[config.mk]
export PLATFORM = sky130hd
export DESIGN_NAME = shift_right_unit_seq
export DESIGN_NICKNAME = d
export VERILOG_FILES = /design/src/rtl/shift_right_unit_seq.sv
export SDC_FILE = /design/constraint.sdc
export NUM_CORES = 1
export LEC_CHECK = 0
export BUFFER_PORTS_ARGS = -buffer_cell sky130_fd_sc_hd__buf_2
export CORE_ASPECT_RATIO = 1.4
export CORE_UTILIZATION = 33
export CTS_BUF_LIST = sky130_fd_sc_hd__clkbuf_2 sky130_fd_sc_hd__clkbuf_4 sky130_fd_sc_hd__clkbuf_8
export DETAILED_ROUTE_END_ITERATION = 7
export PLACE_DENSITY_LB_ADDON = 0.3
export SLEW_MARGIN = 15
export SYNTH_ARGS = -nofsm -noshare
export SYNTH_HDL_FRONTEND = slang
export SYNTH_SLANG_ARGS = --single-unit
[constraint.sdc]
create_clock -name clk -period 3.45 [get_ports clk]
set_clock_uncertainty 0.2 [all_clocks]
set_input_delay 0.69 -clock clk [delete_from_list [all_inputs] [get_ports clk]]
set_output_delay 0.69 -clock clk [all_outputs]
set_load 0.01 [all_outputs]
[src/rtl/shift_right_unit_seq.sv]
// Iterative right shifter: one bit per clock under a start/done handshake.
// Optional macro SHIFT_ARITH_EN enables arithmetic (sign-fill) shifts via arith.
module shift_right_unit_seq #(
  parameter int WIDTH = 32,
  parameter int AMT_W = 6,
  parameter int CNT_W = 6
) (
  input  logic             clk,
  input  logic             reset,
  input  logic             start,
  input  logic [WIDTH-1:0] in,
  input  logic [AMT_W-1:0] shiftAmmount,
  input  logic             arith,
  output logic [WIDTH-1:0] out,
  output logic             busy,
  output logic             done
);

  // Handshake: start is sampled only in IDLE; busy is high from the start edge
  // until the result edge; done pulses for one cycle exactly when out updates.
  typedef enum logic [0:0] {
    IDLE  = 1'b0,
    SHIFT = 1'b1
  } state_e;

  state_e             state_q, state_d;
  logic [WIDTH-1:0]   data_q, data_d;
  logic [CNT_W-1:0]   cnt_q, cnt_d;
  logic               fill_q, fill_d;
  logic [WIDTH-1:0]   out_q, out_d;
  logic               busy_q, busy_d;
  logic               done_q, done_d;

  logic [CNT_W-1:0]   cnt_load;
  logic               fill_load;

  // Amounts beyond WIDTH give the same result as WIDTH, so no extra cycles.
  assign cnt_load = (int'(shiftAmmount) > WIDTH) ? CNT_W'(WIDTH) : CNT_W'(shiftAmmount);

`ifdef SHIFT_ARITH_EN
  assign fill_load = arith & in[WIDTH-1];
`else
  logic unused_arith;
  assign unused_arith = arith;
  assign fill_load    = 1'b0;
`endif

  always_comb begin
    state_d = state_q;
    data_d  = data_q;
    cnt_d   = cnt_q;
    fill_d  = fill_q;
    out_d   = out_q;
    busy_d  = busy_q;
    done_d  = 1'b0;
    case (state_q)
      IDLE: begin
        if (start) begin
          data_d  = in;
          cnt_d   = cnt_load;
          fill_d  = fill_load;
          busy_d  = 1'b1;
          state_d = SHIFT;
        end
      end
      SHIFT: begin
        if (cnt_q != '0) begin
          data_d = {fill_q, data_q[WIDTH-1:1]};
          cnt_d  = cnt_q - CNT_W'(1);
        end else begin
          out_d   = data_q;
          done_d  = 1'b1;
          busy_d  = 1'b0;
          state_d = IDLE;
        end
      end
      default: state_d = IDLE;
    endcase
  end

  always_ff @(posedge clk or posedge reset) begin
    if (reset) begin
      state_q <= IDLE;
      data_q  <= '0;
      cnt_q   <= '0;
      fill_q  <= 1'b0;
      out_q   <= '0;
      busy_q  <= 1'b0;
      done_q  <= 1'b0;
    end else begin
      state_q <= state_d;
      data_q  <= data_d;
      cnt_q   <= cnt_d;
      fill_q  <= fill_d;
      out_q   <= out_d;
      busy_q  <= busy_d;
      done_q  <= done_d;
    end
  end

  assign out  = out_q;
  assign busy = busy_q;
  assign done = done_q;

endmodule

* Word-level counts from Yosys, hierarchy flattened
Index checks and enable logic that the tools add are counted.
** Storage, ports and cells
- Output and inout bits :: 34
- Register bits after elaboration :: 73
** Cells by class
- Mux-type cells :: 15
- Bitwise operators :: 2
- $add $sub $neg :: 1
- $lt $le $gt $ge :: 1
- Reduce and logical (&&, ||, !) cells :: 4
- Equal/unequal tests :: 3
** Operators by type and width (count)
- 2-to-1 mux 32 bit :: 2
- one-hot mux 32 bit (2 select lines) :: 1
- 2-to-1 mux 6 bit :: 3
- one-hot mux 6 bit (2 select lines) :: 1
- > comparator 6 bit, second input constant :: 1
- 2-to-1 mux 1 bit :: 6
- AND reduction 2 bit :: 3
- nonzero test 6 bit :: 1
- subtractor 6 x 1 -> 6 bit, second input constant :: 1
- != test 2 bit, second input constant :: 2
- one-hot mux 1 bit (2 select lines) :: 2
- != test 2 x 1 -> 1 bit, second input constant :: 1
- inverter 1 bit :: 2

* Longest topological paths before layout
- Word-level depth :: 4
- Depth in mapped cells :: 8
- Depth with buffers taken out :: 6

* Least setup slack after synthesis
Ideal clock, no wire load.
- Path type :: register -> register
- From :: reg cnt_q[0]
- To :: reg out_q[10] (netlist: out[10])
- Arrival :: 1.616 ns
- Required time :: 3.125 ns
- Path slack :: 1.510 ns
- Cell stages (with the launch flop) :: 8
- Buffers on the path :: 1
- Setup time :: 0.125 ns
- Cell sequence :: dfrtp_1 inv_1 ha_1 and3b_1 nand2_2 inv_2 buf_4 mux2_2
** On the way
- Word-level cells in the longest chain between the ends :: 3
** RTL lines
- start: declaration :: RTL line 28 : logic [CNT_W-1:0] cnt_q, cnt_d;
- start signal: assignment :: RTL line 93 : cnt_q <= cnt_d;
- nonzero test 6 bit :: RTL line 67 : if (cnt_q != '0) begin
- inverter 1 bit (no line)
- AND reduction 2 bit (no line)
- end signal: assignment :: RTL line 95 : out_q <= out_d;
- end: declaration :: RTL line 30 : logic [WIDTH-1:0] out_q, out_d;
No other way between the ends.
A chain may end at the register's enable or synchronous reset.

* Worst setup path after layout
- From :: reg cnt_q[0]
- To :: reg out_q[15] (netlist: out[15])
Same word-level chain as after synthesis.

==> flow_summary.ini <==
[outcome]
status = finished clean

[worst_setup_path]
cp.arrival_ps = 2490
critPathBufInv = 3
cp-start-kind = flop
reg2reg_from = cnt_q[0]$_DFFE_PP0P_
criticalPathCategory = reg2reg
reg2reg_setup_slack_ps = 1000
setup.worst_path.end_class = flop
r2r_cells = 7
slowest_delay_ps = 440
crit_fanout = 26
critPathRequiredTime_ps = 3490
path_cells = inv_1, ha_1, and3b_1, nand2_2, inv_2, buf_4, mux2_2
worst_r2r_endpoint = out[15]$_DFFE_PP0P_
slowest_stage = dfrtp_1
path_depth = 7
critPathTopFamily = buffers and inverters

[pwr]
power.leakage_nw = 1.90
power_mw = 3.23
vdd_drop_max_uv = 360
power.density_mw_per_mm2 = 814

[flow_run]
drv_cap = 0

[die]
rows = 42
core_mm2 = 0.00956
die-area_mm2 = 0.0104
start_util_pct = 34.4
die_h_um = 120
io_pins = 76
die_w_um = 86.4

[routing]
drc = 0
vias_per_cell = 5.14
routed_wl_um = 7640
vias = 2430
ant_nets = 0
drt_iter0_drc = 122
drt_first_pass_iters = 5
post_drt_wl_per_cell_um = 16.2

[finish]
drive_gt1_share_pct = 39.9
fillers = 969
nNetsFinal = 380
num_antenna_cells = 0
area_delta_synth_final_pct = 20.4

[placed_design]
dp_slack_ps = 912
port_buffers = 74
dp_hpwl_um = 5060
place.gp.congestion = 0.876

[sta]
rsz0062_at_grt = false
tns_ps = 0
worst_pin_slew_ps = 743
fin_ws_ps = 1000
setup_viol = 0
fmax_mhz = 408
whs_ps = 228
post-route-period-util_pct = 71.0
slew-limit-headroom_pct = 50.5
post-route-min-period_ps = 2450
final_hold_viol_count = 0
slew_violations = 0

[synth]
synth_area_per_cell_um2 = 12.4
synth.top_cell.area_share_pct = 55.5
yosysTopAreaCell = dfrtp_1
synth_most_common_cell = dfrtp_1
synth_edf_count = 0
syn_inst = 266
yosysWarnings = 0
ys.flop_type = dfrtp_1
ys_top_cells_by_area = dfrtp_1 (55%), mux2_2 (11%), o2bb2ai_1 (7.7%)
syn-num-nets = 310
yosysSeqAreaShare_pct = 55.5
synthesis.area_mm2 = 0.00329
synth_common_cells = dfrtp_1 (73), mux2_2 (32), o2bb2ai_1 (29), and2_1 (28), a31oi_1 (26)
yosysUniqueCellTypes = 36
async_flop_share_pct = 100
synth-seq-cells = 73

[clock_tree]
cts_setup_buffers = 0
clk_latency_ps = 360
cts_root_buffer = clkbuf_8
holdBufCountCts = 0
cts-buffers-inserted = 9
cts_tree = yes
cts_htree_levels = 3
cts_sinks = 73
post_cts.resized_instances = 0
clkTransAtPathRegs_ps = 80
clockBufferDepth = 2

[grt]
grt.overflow.total = 0
grtUsageTotal_pct = 16.3
grt_pass1_vias = 2457
antenna_found_initial = 0
grt_pass1_wl_um = 12700
grt_max_degree = 44
grtUsageMet3_pct = 4.37
grtUsageMet2_pct = 25.7
grt_use_met1_pct = 19.7
busiest_layer = met2

[min_path]
hp-class = in2async
[worst reg2reg max path, cell delays in order, from the launching register on]
cell and delay, ps:
dfrtp_1 440, inv_1 160, ha_1 190, and3b_1 200
nand2_2 290, inv_2 140, buf_4 320, mux2_2 390
[per-layer routing]
layer  part of all wire, %  wire length, µm  vias to the layer above
met2                    48             3690                       75
met5                     0                0                        -
met1                    44             3330                     1198
met4                   3.0              233                        0
li1                      -                -                     1139
met3                   5.1              391                       18
[placed cells by master (no fill, tap or decap), types with 2 or more instances in the layout]
cell / netlist / final
nor2_1: 6 / 6
o2bb2ai_1: 29 / 29
ha_1: 2 / 2
clkbuf_8: 0 / 10
buf_2: 6 / 74
clkinv_2: 0 / 2
o31ai_1: 2 / 2
o21ai_0: 2 / 2
mux2_2: 32 / 32
mux2i_1: 4 / 4
nand3b_1: 3 / 3
a221o_1: 6 / 6
inv_2: 2 / 3
nor3_1: 3 / 3
a31oi_1: 26 / 26
nor2b_1: 2 / 2
clkinvlp_4: 0 / 2
a21oi_1: 2 / 2
dfrtp_1: 73 / 73
buf_4: 5 / 4
and2_1: 28 / 28
inv_1: 6 / 5
a22oi_1: 3 / 3
[where the power goes]
part           total, mW  switching, mW  internal (mW)
sequential          1.43          0.240           1.19
combinational       1.17          0.591          0.583
clock              0.620          0.338          0.281
total               3.23           1.17           2.06
[registers in the layout, indices dropped and copies added, names as in the netlist]
register / cells
done: 1
cnt_q: 6
out: 32
busy: 1
state_q: 1
data_q: 32
[cell families after synthesis]
logic type,share of synthesized area (%)
buffers and inverters,3.99
DFF,55.5
and+or+nand+nor,9.96
adders and majority gates,0.760
AOI/OAI and AO/OA,17.6
muxes,12.2
[worst max path at each step]
stage,from,end,slack (ps)
after global placement,start,data_q[13]$_DFFE_PP0P_,930
after floorplan,reset,busy$_DFFE_PP0P_,710
final,cnt_q[0]$_DFFE_PP0P_,out[15]$_DFFE_PP0P_,1000
after global routing,state_q$_DFF_PP0_,cnt_q[0]$_DFFE_PP0P_,860
after detailed placement,start,data_q[12]$_DFFE_PP0P_,910
after CTS,cnt_q[0]$_DFFE_PP0P_,out[11]$_DFFE_PP0P_,980
[final cells by class]
class | count | area, µm² | area share [%]
clock buffers | 10 | 138 | 3.47
clock inverters | 6 | 42.5 | 1.07
inverters | 8 | 30.0 | 0.758
multi-input cells | 165 | 1340 | 33.8
flip-flops and latches | 73 | 1830 | 46.1
well taps | 132 | 165 | 4.17
repair buffers | 79 | 420 | 10.6
[metrics by stage]
step / util (%) / std cells / instance area, µm²
final: 41.4 / 473 / 3960
after global routing: 41.4 / 473 / 3960
after CTS: 41.4 / 473 / 3960
after detailed placement: 39.5 / 457 / 3780
after global placement: 39.5 / 457 / 3780
after floorplan: - / 266 / 3290
(Power assumes the default switching activity.)
